--- config.mk ---
export PLATFORM = sky130hd
export DESIGN_NAME = i2c_config_sequencer
export DESIGN_NICKNAME = d
export VERILOG_FILES = /design/src/rtl/i2c_pkg.sv /design/src/rtl/i2c_phase_timer.sv /design/src/rtl/i2c_config_sequencer.sv
export SDC_FILE = /design/constraint.sdc
export NUM_CORES = 1
export LEC_CHECK = 0
export ABC_AREA = 1
export ABC_CLOCK_PERIOD_IN_PS = 4600
export CORE_MARGIN = 2
export CORE_UTILIZATION = 29
export CTS_CLUSTER_SIZE = 40
export DETAILED_ROUTE_END_ITERATION = 10
export GPL_TIMING_DRIVEN = 0
export PLACE_DENSITY = 0.54
export SETUP_SLACK_MARGIN = 0.2
export SYNTH_ARGS = -nofsm -noshare
export SYNTH_HDL_FRONTEND = slang
export SYNTH_SLANG_ARGS = --single-unit
--- constraint.sdc ---
create_clock -name i_clk -period 4.6 [get_ports i_clk]
set_clock_uncertainty 0.2 [all_clocks]
set_input_delay 0.92 -clock i_clk [delete_from_list [all_inputs] [get_ports i_clk]]
set_output_delay 0.92 -clock i_clk [all_outputs]
set_load 0.1 [all_outputs]
--- src/rtl/i2c_pkg.sv ---
// Shared types and constants for the I2C configuration sequencer.
package i2c_pkg;

  typedef enum logic [2:0] {
    ST_IDLE,
    ST_START,
    ST_BIT,
    ST_ACK,
    ST_STOP,
    ST_GAP
  } i2c_state_e;

  localparam int unsigned I2C_WORD_W        = 24;
  localparam int unsigned I2C_BYTES         = 3;
  localparam int unsigned I2C_BITS_PER_BYTE = 8;

  // SCL phases per state step and per complete word attempt
  localparam int unsigned START_PHASES       = 2;
  localparam int unsigned BIT_PHASES         = 2;
  localparam int unsigned STOP_PHASES        = 2;
  localparam int unsigned GAP_PHASES         = 2;
  localparam int unsigned PHASES_PER_ATTEMPT = START_PHASES
                                             + I2C_BYTES * (I2C_BITS_PER_BYTE + 1) * BIT_PHASES
                                             + STOP_PHASES + GAP_PHASES;
  localparam int unsigned PHASE_IDX_W        = $clog2(PHASES_PER_ATTEMPT);

endpackage

--- src/rtl/i2c_phase_timer.sv ---
// SCL phase timer: counts CLK_DIV cycles per phase, held cleared while not running.
module i2c_phase_timer #(
  parameter int unsigned CLK_DIV = 4
) (
  input  logic i_clk,
  input  logic i_rst_n,
  input  logic i_run,
  output logic o_first,
  output logic o_strobe
);

  localparam int unsigned CW = $clog2(CLK_DIV + 1);
  localparam logic [CW-1:0] LAST = CW'(CLK_DIV - 1);

  logic [CW-1:0] cnt;

  always_ff @(posedge i_clk) begin
    if (!i_rst_n || !i_run) begin
      cnt <= '0;
    end else if (cnt == LAST) begin
      cnt <= '0;
    end else begin
      cnt <= cnt + CW'(1);
    end
  end

  assign o_first  = i_run && (cnt == '0);
  assign o_strobe = i_run && (cnt == LAST);

endmodule

--- src/rtl/i2c_config_sequencer.sv ---
// I2C register-write sequencer: one START / 3 bytes / STOP transaction per ROM word.
// Define I2C_ACK_CHECK_EN to enable ACK checking, NACK retry and error reporting.
module i2c_config_sequencer
  import i2c_pkg::*;
#(
  parameter int unsigned N_WORDS   = 7,
  parameter int unsigned CLK_DIV   = 4,
  parameter int unsigned MAX_RETRY = 3,
  localparam int unsigned AW = (N_WORDS > 1) ? $clog2(N_WORDS) : 1
) (
  input  logic                  i_clk,
  input  logic                  i_rst_n,
  input  logic                  i_start,
  output logic [AW-1:0]         o_cfg_addr,
  input  logic [I2C_WORD_W-1:0] i_cfg_data,
  input  logic                  i_sdat,
  output logic                  o_sclk,
  output logic                  o_sdat,
  output logic                  o_oen,
  output logic                  o_busy,
  output logic                  o_finished,
  output logic                  o_error,
  output logic [AW-1:0]         o_err_idx
);

  localparam logic [PHASE_IDX_W-1:0] LAST_PHASE = PHASE_IDX_W'(PHASES_PER_ATTEMPT - 1);
  localparam logic [2:0]             LAST_BIT   = 3'(I2C_BITS_PER_BYTE - 1);
  localparam logic [1:0]             LAST_BYTE  = 2'(I2C_BYTES - 1);

  i2c_state_e                 state;
  logic [PHASE_IDX_W-1:0]     phase_idx;
  logic [2:0]                 bit_cnt;
  logic [1:0]                 byte_cnt;
  logic [I2C_WORD_W-1:0]      shreg;
  logic [AW-1:0]              word_idx;
  logic                       done_pending;
  logic                       busy;
  logic                       finished;
  logic                       first;
  logic                       strobe;
  logic                       ph;
  logic                       accept;
  logic                       load;
  logic                       attempt_go;
  logic                       ack_end;
  logic                       stop_end;
  logic                       gap_end;
  logic                       last_word;
  logic                       nack;
  logic                       attempt_ok;
  logic                       give_up;

  i2c_phase_timer #(.CLK_DIV(CLK_DIV)) u_timer (
    .i_clk    (i_clk),
    .i_rst_n  (i_rst_n),
    .i_run    (state != ST_IDLE),
    .o_first  (first),
    .o_strobe (strobe)
  );

  assign ph         = phase_idx[0];
  assign accept     = (state == ST_IDLE) && i_start;
  assign load       = (state == ST_START) && !ph && first;
  assign attempt_go = (state == ST_START) && strobe && ph;
  assign ack_end    = (state == ST_ACK) && strobe && ph;
  assign stop_end   = (state == ST_STOP) && strobe && ph;
  assign gap_end    = (state == ST_GAP) && strobe && (phase_idx == LAST_PHASE);
  assign last_word  = (word_idx == AW'(N_WORDS - 1));

  always_ff @(posedge i_clk) begin
    if (!i_rst_n) begin
      state        <= ST_IDLE;
      phase_idx    <= '0;
      bit_cnt      <= '0;
      byte_cnt     <= '0;
      shreg        <= '0;
      word_idx     <= '0;
      done_pending <= 1'b0;
      busy         <= 1'b0;
      finished     <= 1'b0;
    end else begin
      finished <= 1'b0;
      if (accept) begin
        state        <= ST_START;
        busy         <= 1'b1;
        word_idx     <= '0;
        phase_idx    <= '0;
        done_pending <= 1'b0;
      end
      if (load) shreg <= i_cfg_data;
      if (strobe) begin
        phase_idx <= phase_idx + PHASE_IDX_W'(1);
        case (state)
          ST_START: if (ph) begin
            state    <= ST_BIT;
            bit_cnt  <= '0;
            byte_cnt <= '0;
          end
          ST_BIT: if (ph) begin
            shreg   <= {shreg[I2C_WORD_W-2:0], 1'b0};
            bit_cnt <= bit_cnt + 3'd1;
            if (bit_cnt == LAST_BIT) state <= ST_ACK;
          end
          ST_ACK: if (ph) begin
            if (nack || byte_cnt == LAST_BYTE) begin
              state <= ST_STOP;
            end else begin
              byte_cnt <= byte_cnt + 2'd1;
              state    <= ST_BIT;
            end
          end
          ST_STOP: if (ph) begin
            state <= ST_GAP;
            if (attempt_ok && !last_word) word_idx <= word_idx + AW'(1);
            if ((attempt_ok && last_word) || give_up) done_pending <= 1'b1;
          end
          // GAP runs to the fixed attempt length, so an aborted attempt still spans 60 phases
          ST_GAP: if (phase_idx == LAST_PHASE) begin
            phase_idx <= '0;
            if (done_pending) begin
              state    <= ST_IDLE;
              busy     <= 1'b0;
              finished <= 1'b1;
            end else begin
              state <= ST_START;
            end
          end
          default: ;
        endcase
      end
    end
  end

`ifdef I2C_ACK_CHECK_EN
  localparam int unsigned RW = (MAX_RETRY > 0) ? $clog2(MAX_RETRY + 1) : 1;

  logic          failed;
  logic [RW-1:0] retry_cnt;
  logic          error;
  logic [AW-1:0] err_idx;

  assign nack       = i_sdat;
  assign attempt_ok = !failed;
  assign give_up    = failed && (retry_cnt == RW'(MAX_RETRY));

  always_ff @(posedge i_clk) begin
    if (!i_rst_n) begin
      failed    <= 1'b0;
      retry_cnt <= '0;
      error     <= 1'b0;
      err_idx   <= '0;
    end else begin
      if (accept) begin
        retry_cnt <= '0;
        error     <= 1'b0;
      end
      if (attempt_go) failed <= 1'b0;
      if (ack_end && i_sdat) failed <= 1'b1;
      if (stop_end) begin
        if (!failed) retry_cnt <= '0;
        else if (!give_up) retry_cnt <= retry_cnt + RW'(1);
      end
      if (gap_end && done_pending && failed) begin
        error   <= 1'b1;
        err_idx <= word_idx;
      end
    end
  end

  assign o_error   = error;
  assign o_err_idx = err_idx;
`else
  logic unused_ack;

  assign nack       = 1'b0;
  assign attempt_ok = 1'b1;
  assign give_up    = 1'b0;
  assign unused_ack = i_sdat | ack_end | gap_end | attempt_go | (MAX_RETRY == 0);
  assign o_error    = 1'b0;
  assign o_err_idx  = '0;
`endif

  always_comb begin
    o_sclk = 1'b1;
    o_sdat = 1'b1;
    o_oen  = 1'b1;
    case (state)
      ST_START: o_sdat = ~ph;
      ST_BIT: begin
        o_sclk = ph;
        o_sdat = shreg[I2C_WORD_W-1];
      end
      ST_ACK: begin
        o_sclk = ph;
        o_oen  = 1'b0;
      end
      ST_STOP: begin
        o_sclk = ph;
        o_sdat = 1'b0;
      end
      default: ;
    endcase
  end

  assign o_cfg_addr = word_idx;
  assign o_busy     = busy;
  assign o_finished = finished;

endmodule

* Word level (Yosys, flattened, before mapping)
Index checks and enable logic that the tools add are counted.
** Word-level totals
- Memory bits (writable) :: 0
- Bits in read-only memories :: 0
- Memories kept :: 0
- Register bits :: 47
- Bits in latches :: 0
- Bits of input ports :: 28
- Word-level logic and storage cells :: 95
- Output and inout port bits :: 12
** Cells by class
- Div/mod/pow operators :: 0
- Equality and inequality tests :: 14
- Multiplexer cells :: 45
- $mul :: 0
- Magnitude comparators :: 0
- Bitwise operators :: 1
- $add $sub $neg :: 5
- Reductions and logical operators :: 20
- Shift-type cells :: 0
** Operators by type and width (count)
- $mux 24 :: 4
- $mux 3 :: 16
- $mux 6 :: 4
- $pmux 3 s5 :: 1
- $mux 1 :: 14
- $eq 3x3->1 const B :: 4
- $add 3x1->3 const B :: 3
- $eq 3x2->1 const B :: 3
- $ne 2x2->1 const B :: 4
- $reduce_and 4->1 :: 2
- $add 6x1->6 const B :: 1
- $eq 6x6->1 const B :: 1
- $logic_not 3->1 :: 2
- $mux 2 :: 3
- $pmux 3 s2 :: 1
- $reduce_bool 2->1 :: 3
- $logic_and 1x1->1 :: 5
- $reduce_and 5->1 :: 1
- $pmux 2 s2 :: 1
- $eq 3x1->1 const B :: 1
- $logic_not 1->1 :: 3
- $pmux 1 s3 :: 1
- $reduce_bool 3->1 :: 1
- $reduce_or 3->1 :: 1
- other kinds (5) :: 5

* Longest topological paths before layout
Gate-level depths: netlist of run 1.
- Depth in word-level cells :: 7
- Gate-level depth with buffers :: 10
- Gate-level depth less buffers :: 9

* Hierarchy
From an unflattened synthesis of run 1, not the netlist that was laid out.
** Unflattened totals
- Cell total of the unflattened synthesis :: 384
- Area total of the unflattened synthesis :: 2532.4 µm²
** By module, submodules not included
- i2c_config_sequencer :: area each 2379.8 µm², times used 1, cells each 365, sequential area each 880.8 µm²
- i2c_phase_timer :: area each 152.6 µm², times used 1, cells each 19, sequential area each 60.1 µm²

* Worst setup path after synthesis of run 1
Ideal clock, no wire load.
- Path type :: register to output
- Start point :: register state[1]
- End point :: output o_sdat
- Buffers on the path :: 0
- Path slack :: 1.227 ns
- Arrival time :: 2.253 ns
- Stages on the path, launching flop included :: 5
- Data required time :: 3.480 ns
- Cells stage by stage :: dfxtp_1 -> inv_2 -> nor2_1 -> nand2_1 -> o221ai_1
** Between the ends
- Cells in the longest elaborated chain, start to end :: 2
- Elaborated cells on any way between the ends :: 4
- Classes of those cells :: 3 x eq/ne; 1 x mux
** RTL lines
- from (decl) :: line i2c_config_sequencer.sv:30 : i2c_state_e state;
- from (signal assigned) :: line i2c_config_sequencer.sv:72 : state <= ST_IDLE;
- from (signal assigned) :: line i2c_config_sequencer.sv:84 : state <= ST_START;
- from (signal assigned) :: line i2c_config_sequencer.sv:95 : state <= ST_BIT;
- $eq 3x3->1, or another cell as far along :: line i2c_config_sequencer.sv:187 : case (state)
- $pmux 1 s3 (*) :: line i2c_config_sequencer.sv:187
- to (decl) :: line i2c_config_sequencer.sv:18 : output logic o_sdat,
Mark *: on every way between the ends. The rest lies on a longest branch, timed or not.

* Worst setup path in the final report of run 1
Ends and elaborated chain as after synthesis.

==> results of run 1 <==
-- through the flow --
step | utilization (%) | hold WS [ps]
after floorplan | - | 217.3
after global placement | 35.37 | 234.4
after detailed placement | 35.37 | 235.8
after CTS | 36.37 | 254.9
after global routing | 36.37 | 280.3
final | 36.37 | 248.3
-- critical path, cell delays in order (launching register included) --
cell,delay [ps]
dfxtp_1,480
inv_2,90
nor2_1,90
nand2_1,150
o221ai_1,240
clkdlybuf4s50_1,1180
-- sequential cells by signal, summed over array words and instances, names as in the netlist --
register	cells
o_cfg_addr	3
byte_cnt	2
state	3
phase_idx	6
o_finished	1
bit_cnt	3
done_pending	1
shreg	24
u_timer.cnt	3
o_busy	1
-- layout by cell type (no fill, tap or decap), drive strengths merged, types with 11 or more instances in the layout --
cell type	instances
nor2	106
nand2	74
inv	50
dfxtp	47
o21ai	36
clkdlybuf4s50	34
nand3	30
a21oi	15
buf	15
clkbuf	11
-- cell usage after synthesis --
cell type | n | area share [%]
nor2_1 | 102 | 15
nand2_1 | 70 | 10
dfxtp_1 | 47 | 36
inv_1 | 46 | 6.6
o21ai_0 | 31 | 6.0
nand3_1 | 30 | 5.8
a21oi_1 | 15 | 2.9
ha_1 | 9 | 4.3
buf_2 | 5 | 0.96
buf_6 | 5 | 2.2
clkbuf_1 | 5 | 0.72
o21ai_1 | 5 | 0.96
buf_4 | 4 | 1.2
inv_2 | 4 | 0.58
nand2_2 | 3 | 0.72
nand4_1 | 3 | 0.72
nor2_4 | 3 | 1.3
xor2_1 | 3 | 1.0
a31oi_1 | 2 | 0.48
and3_1 | 1 | 0.24
buf_1 | 1 | 0.14
clkinv_2 | 1 | 0.19
conb_1 | 1 | 0.14
nand2_4 | 1 | 0.43
nor2_2 | 1 | 0.24
nor3_1 | 1 | 0.19
o211ai_1 | 1 | 0.29
o21bai_1 | 1 | 0.29
o221ai_1 | 1 | 0.34
-- report_power, final --
group / switching (mW) / internal (mW)
Clock: 0.137 / 0.118
Sequential: 0.00484 / 0.416
Combinational: 0.0730 / 0.0451
-- cell type report --
type                       instances  area share (%)
buffer                            20           4.221
sequential                        47           29.66
tap                              108           4.260
timing repair buffer              34           10.73
multi-input combinational        287           42.29
clock inverter                     1          0.1578
clock buffer                       6           2.604
inverter                          51           6.075
-- routing by layer --
| metal | routed length (um) | vias to the layer above | global-route usage [%] |
|---|---|---|---|
| li1 | - | 1329 | - |
| met1 | 2919 | 1066 | 16.36 |
| met2 | 2726 | 41 | 21.61 |
| met3 | 201 | 5 | 2.624 |
| met4 | 53 | 0 | 3.267 |
| met5 | 0 | - | 0 |
-- worst paths after layout --
kind	to	cells past startpoint	slack, ps
min reg2reg	o_busy	2	250
max reg2reg	shreg[13]	8	2640
max	o_sdat	5	960
min	o_busy	2	250
-- cell families after synthesis --
logic type / Yosys count
simple gates: 215
buf+inv: 71
compound gates: 56
flops: 47
fa+ha+maj: 9
xor+xnor: 3
other cells: 1
==> run summary, run 1 <==
Status: complete, no violations
Main combinational cell family by area after synthesis: simple AND/OR/NAND/NOR gates
Inst Count DP: 547
Setup TNS: 0 ps
Non-filler cells, final: 554
Synthesized flop and latch total: 47
Post-CTS Setup Bufs: 0
Clock root cell: clkbuf_8
Reg area: 940.9 um2
Die width: 98.64 um
Maximum clock rate: 274.6 MHz
Slack of the critical path: 958.5 ps
Die Span Y: 98.64 um
Worst hold path type: register to register
Post-synthesis mux area share: 0%
Via Count: 2441
# fillers: 958
Initial DRC count: 111
Pwr dens: 250.4 mW/mm2
Ys Warns: 0
Worst-Margin Slew: 964.4 ps
Setup CP Type: register to output port
TritonCTS Buffers: 5
Post-route ant nets: 0
Post-synthesis simple-gate area fraction: 34.49%
I/O pin cnt: 40
Hold Vio Cnt, Final: 0
Worst-path clk slew: 90 ps
Area occupied by multi-input gates: 0.001341 mm2
Max FO, Critical Path: 7
Lkg Pwr: 1.427 nW
Detailed Place HPWL: 4419 um
Worst Setup End Kind: output port
Total die area: 0.009730 mm2
Pre-antenna DRT Iters: 4
Max Cap Viol: 0
Sequential share of the synthesized area: 36.22%
Slew Limit Fails: 0
GRT Total Usage: 12.67%
Hold path startpoint: o_busy
Mapped Avg Cell Area: 6.461 um2
Share of layout cells above drive strength 1: 7.623%
Total core area: 0.008721 mm2
Antenna violations before repair: 0
CTS tree: yes
Post-Place Worst Slack: 1298 ps
Normalized max-slew margin: 35.50%
First-pass GRT wire length: 10220 um
H-tree depth: 2
CTS Sinks: 47
Vias in the first global route: 2266
Worst skew pair latency: 300 ps
Starting density of the core: 29.78%
Largest net degree at the start of global routing: 14
CTS Buffer Depth: 2
Worst vdd ir: 0.1299 mV
Kind of start point of the critical path: register
Routed WL: 5900 um
CP Data Arrival Time: 2520 ps
Post-synthesis compound-gate area fraction: 11.22%
Cell row count: 34
Final min period: 3641 ps
Synth-to-Final Area Change: 22.11%
RePlAce Congestion: 0.8012
PostCTS Resize Cnt: 0
Vias per cell: 4.406
Worst r2r src: u_timer.cnt[0]
# diodes: 0
Post-Synthesis Cell Area: 0.002597 mm2
Tot Pwr: 794.1 uW
Total grt overflow: 0
Synth Area in XOR/XNOR: 1.012%
Fin crit share: 79.16%
Post-route cell area: 0.003172 mm2
Critical Path Start: state[1]
Synth Instances: 402
CP required: 3480 ps
# nets final: 483
RSZ-0062 raised after global routing: no
Port bufs: 34
DR DRC count: 0
Setup violators final: 0
Synthesized-area fraction occupied by adder cells: 4.335%
Hold_buf cts: 0
Post-synth cell types: 29
Wire per inst: 10.65 um
Post-DP Area: 0.003084 mm2
Power figures use the tool's default switching activity.
==> run 2: changes to the inputs <==
--- a/config.mk
+++ b/config.mk
@@ -6,13 +6,13 @@
 export NUM_CORES = 1
 export LEC_CHECK = 0
 export ABC_AREA = 1
-export ABC_CLOCK_PERIOD_IN_PS = 4600
+export ABC_CLOCK_PERIOD_IN_PS = 3350
 export CORE_MARGIN = 2
 export CORE_UTILIZATION = 29
 export CTS_CLUSTER_SIZE = 40
 export DETAILED_ROUTE_END_ITERATION = 10
 export GPL_TIMING_DRIVEN = 0
-export PLACE_DENSITY = 0.54
+export PLACE_DENSITY = 0.56
 export SETUP_SLACK_MARGIN = 0.2
 export SYNTH_ARGS = -nofsm -noshare
 export SYNTH_HDL_FRONTEND = slang
==> constraint.sdc (replaced) <==
create_clock -name i_clk -period 3.35 [get_ports i_clk]
set_clock_uncertainty 0.2 [all_clocks]
set_input_delay 0.67 -clock i_clk [delete_from_list [all_inputs] [get_ports i_clk]]
set_output_delay 0.67 -clock i_clk [all_outputs]
set_load 0.1 [all_outputs]
==> run 2 against run 1 <==
Clock power is 72% higher. Worst hold slack gained 2.5 ps. Core utilization grew 0.30 points. Sequential share of layout area shrank 0.24 points. First-iteration DRC count increased by 3.6%. Global-route usage rose by 0.054 points. Via count up 0.29%. Routed wire length rose by 2.2%. Critical path depth fell by 1. Largest power group unchanged.
==> run summary, run 2 (synthesis gave the netlist of run 1 again) <==
Status: complete, no violations (unchanged)
Routing usage on met1: 17.05% (was 16.36%)
Worst-path clk slew: 90 ps (about the same)
Worst vdd ir: 0.1411 mV (was 0.1299 mV)
Post-CTS Setup Bufs: 0 (unchanged)
Setup TNS: 0 ps (unchanged)
Port bufs: 34 (unchanged)
Reg2reg setup slack: 1400 ps (was 2640 ps)
Hold_ws: 250.8 ps (was 248.3 ps)
CTS tree: yes (unchanged)
CTS Sinks: 47 (unchanged)
Fin crit share: 85.95%
Cell row count: 34 (unchanged)
Reg with most FFs: shreg (unchanged)
RSZ-0062 raised after global routing: no (unchanged)
Antenna violations before repair: 0 (unchanged)
Worst-Margin Slew: 968.9 ps (was 964.4 ps)
Hold Vio Cnt, Final: 0 (unchanged)
Wire per inst: 10.86 um (was 10.65 um)
Lkg Pwr: 1.438 nW (was 1.427 nW)
Worst skew pair latency: 300 ps (about the same)
Normalized max-slew margin: 35.20% (was 35.50%)
Critical Path Start: phase_idx[0] (was state[1])
Worst hold path type: register to register (unchanged)
Die width: 98.64 um (unchanged)
I/O pin cnt: 40 (unchanged)
Met3 usage: 2.270% (was 2.624%)
CTS Buffer Depth: 2 (unchanged)
Detailed Place HPWL: 4456 um (was 4419 um)
CP Data Arrival Time: 2010 ps (was 2520 ps)
GRT Total Usage: 12.72% (was 12.67%)
Die Span Y: 98.64 um (unchanged)
Max Cap Viol: 0 (unchanged)
Post-route ant nets: 0 (unchanged)
Largest regs: shreg x24, phase_idx x6 (unchanged)
DR DRC count: 0 (unchanged)
First-pass GRT wire length: 10380 um (was 10220 um)
Met2 usage: 21.61% (unchanged)
Critical Path End: o_sclk (was o_sdat)
Setup violators final: 0 (unchanged)
Pwr dens: 368.2 mW/mm2 (was 250.4 mW/mm2)
Via Count: 2448 (was 2441)
TritonCTS Buffers: 5 (unchanged)
RR Endpoint: shreg[22] (was shreg[13])
CP required: 2480 ps (was 3480 ps)
FF-to-FF path depth: 8 (unchanged)
Kind of start point of the critical path: register (unchanged)
H-tree depth: 2 (unchanged)
Worst Setup End Kind: output port (unchanged)
Hold_buf cts: 0 (unchanged)
Share of layout cells above drive strength 1: 8.054% (was 7.623%)
Total die area: 0.009730 mm2 (unchanged)
Maximum clock rate: 347.3 MHz
Slew Limit Fails: 0 (unchanged)
# nets final: 483 (unchanged)
Max reg flops: 24 (unchanged)
RePlAce Congestion: 0.8285 (was 0.8012)
Vias in the first global route: 2302 (was 2266)
Max FO, Critical Path: 10 (was 7)
Setup CP Type: register to output port (unchanged)
Starting density of the core: 29.78% (unchanged)
Pre-antenna DRT Iters: 4 (unchanged)
Vias per cell: 4.411 (was 4.406)
Clock root cell: clkbuf_8 (unchanged)
Most common cell after layout, fill and taps aside: nor2_1 (unchanged)
Largest net degree at the start of global routing: 15 (was 14)
Total core area: 0.008721 mm2 (unchanged)
Non-filler cells, final: 555 (was 554)
Final min period: 2879 ps
Inst Count DP: 547 (unchanged)
Post-Place Worst Slack: 292.4 ps (was 1298 ps)
Global route hottest layer: met2 (unchanged)
Initial DRC count: 115 (was 111)
Routed WL: 6027 um (was 5900 um)
# diodes: 0 (unchanged)
Synth-to-Final Area Change: 23.12% (was 22.11%)
Most frequent cells in the layout: nor2_1 (102), nand2_1 (70), dfxtp_1 (47) (unchanged)
Total grt overflow: 0 (unchanged)
Slack of the critical path: 470.8 ps (was 958.5 ps)
Worst r2r src: u_timer.cnt[0] (unchanged)
run 2: power by group:
part	internal (mW)	switching, mW
sequential	0.571	0.00682
combinational	0.0610	0.0993
clock	0.242	0.197
run 2: through the flow:
| stage | util, % | power, mW | area [um2] |
|---|---|---|---|
| floorplan | - | 0.6975 | 2609 |
| global placement | 35.37 | 0.7520 | 3084 |
| detailed placement | 35.37 | 0.7530 | 3084 |
| CTS | 36.69 | 1.188 | 3199 |
| global route | 36.67 | 1.224 | 3198 |
| finish | 36.67 | 1.177 | 3198 |
run 2: worst min path at each step:
stage                              start              to  cells past startpoint
after floorplan           u_timer.cnt[0]  u_timer.cnt[0]                      1
after global placement    u_timer.cnt[0]  u_timer.cnt[0]                      1
after detailed placement  u_timer.cnt[0]  u_timer.cnt[0]                      1
after CTS                         o_busy          o_busy                      2
after global routing      u_timer.cnt[0]  u_timer.cnt[0]                      1
final                             o_busy          o_busy                      2
run 2: layout make-up:
type / instances / area, um2
Multi-Input combinational cell: 287 / 1341
Timing Repair Buffer: 34 / 336.6
Clock buffer: 6 / 82.58
Clock inverter: 2 / 35.03
Buffer: 20 / 133.9
Fill cell: 955 / 5523
Sequential cell: 47 / 940.9
Tap cell: 108 / 135.1
Inverter: 51 / 192.7
run 2: per-layer routing:
metal | wire, um | share of wire, %
met5 | 0 | 0
met4 | 0 | 0
met3 | 233 | 3.9
met2 | 2771 | 46
met1 | 3022 | 50
run 2: timing repair:
item	4_1_cts	5_1_grt
setup endpoints to repair	2	2
cloned	0	0
gates resized for setup	2	3
run 2: critical path, cell delays in order, from the launching register on:
cell	delay (ps)
dfxtp_1	340
buf_2	240
inv_1	180
nand2_1	100
dlygate4sd2_1	850
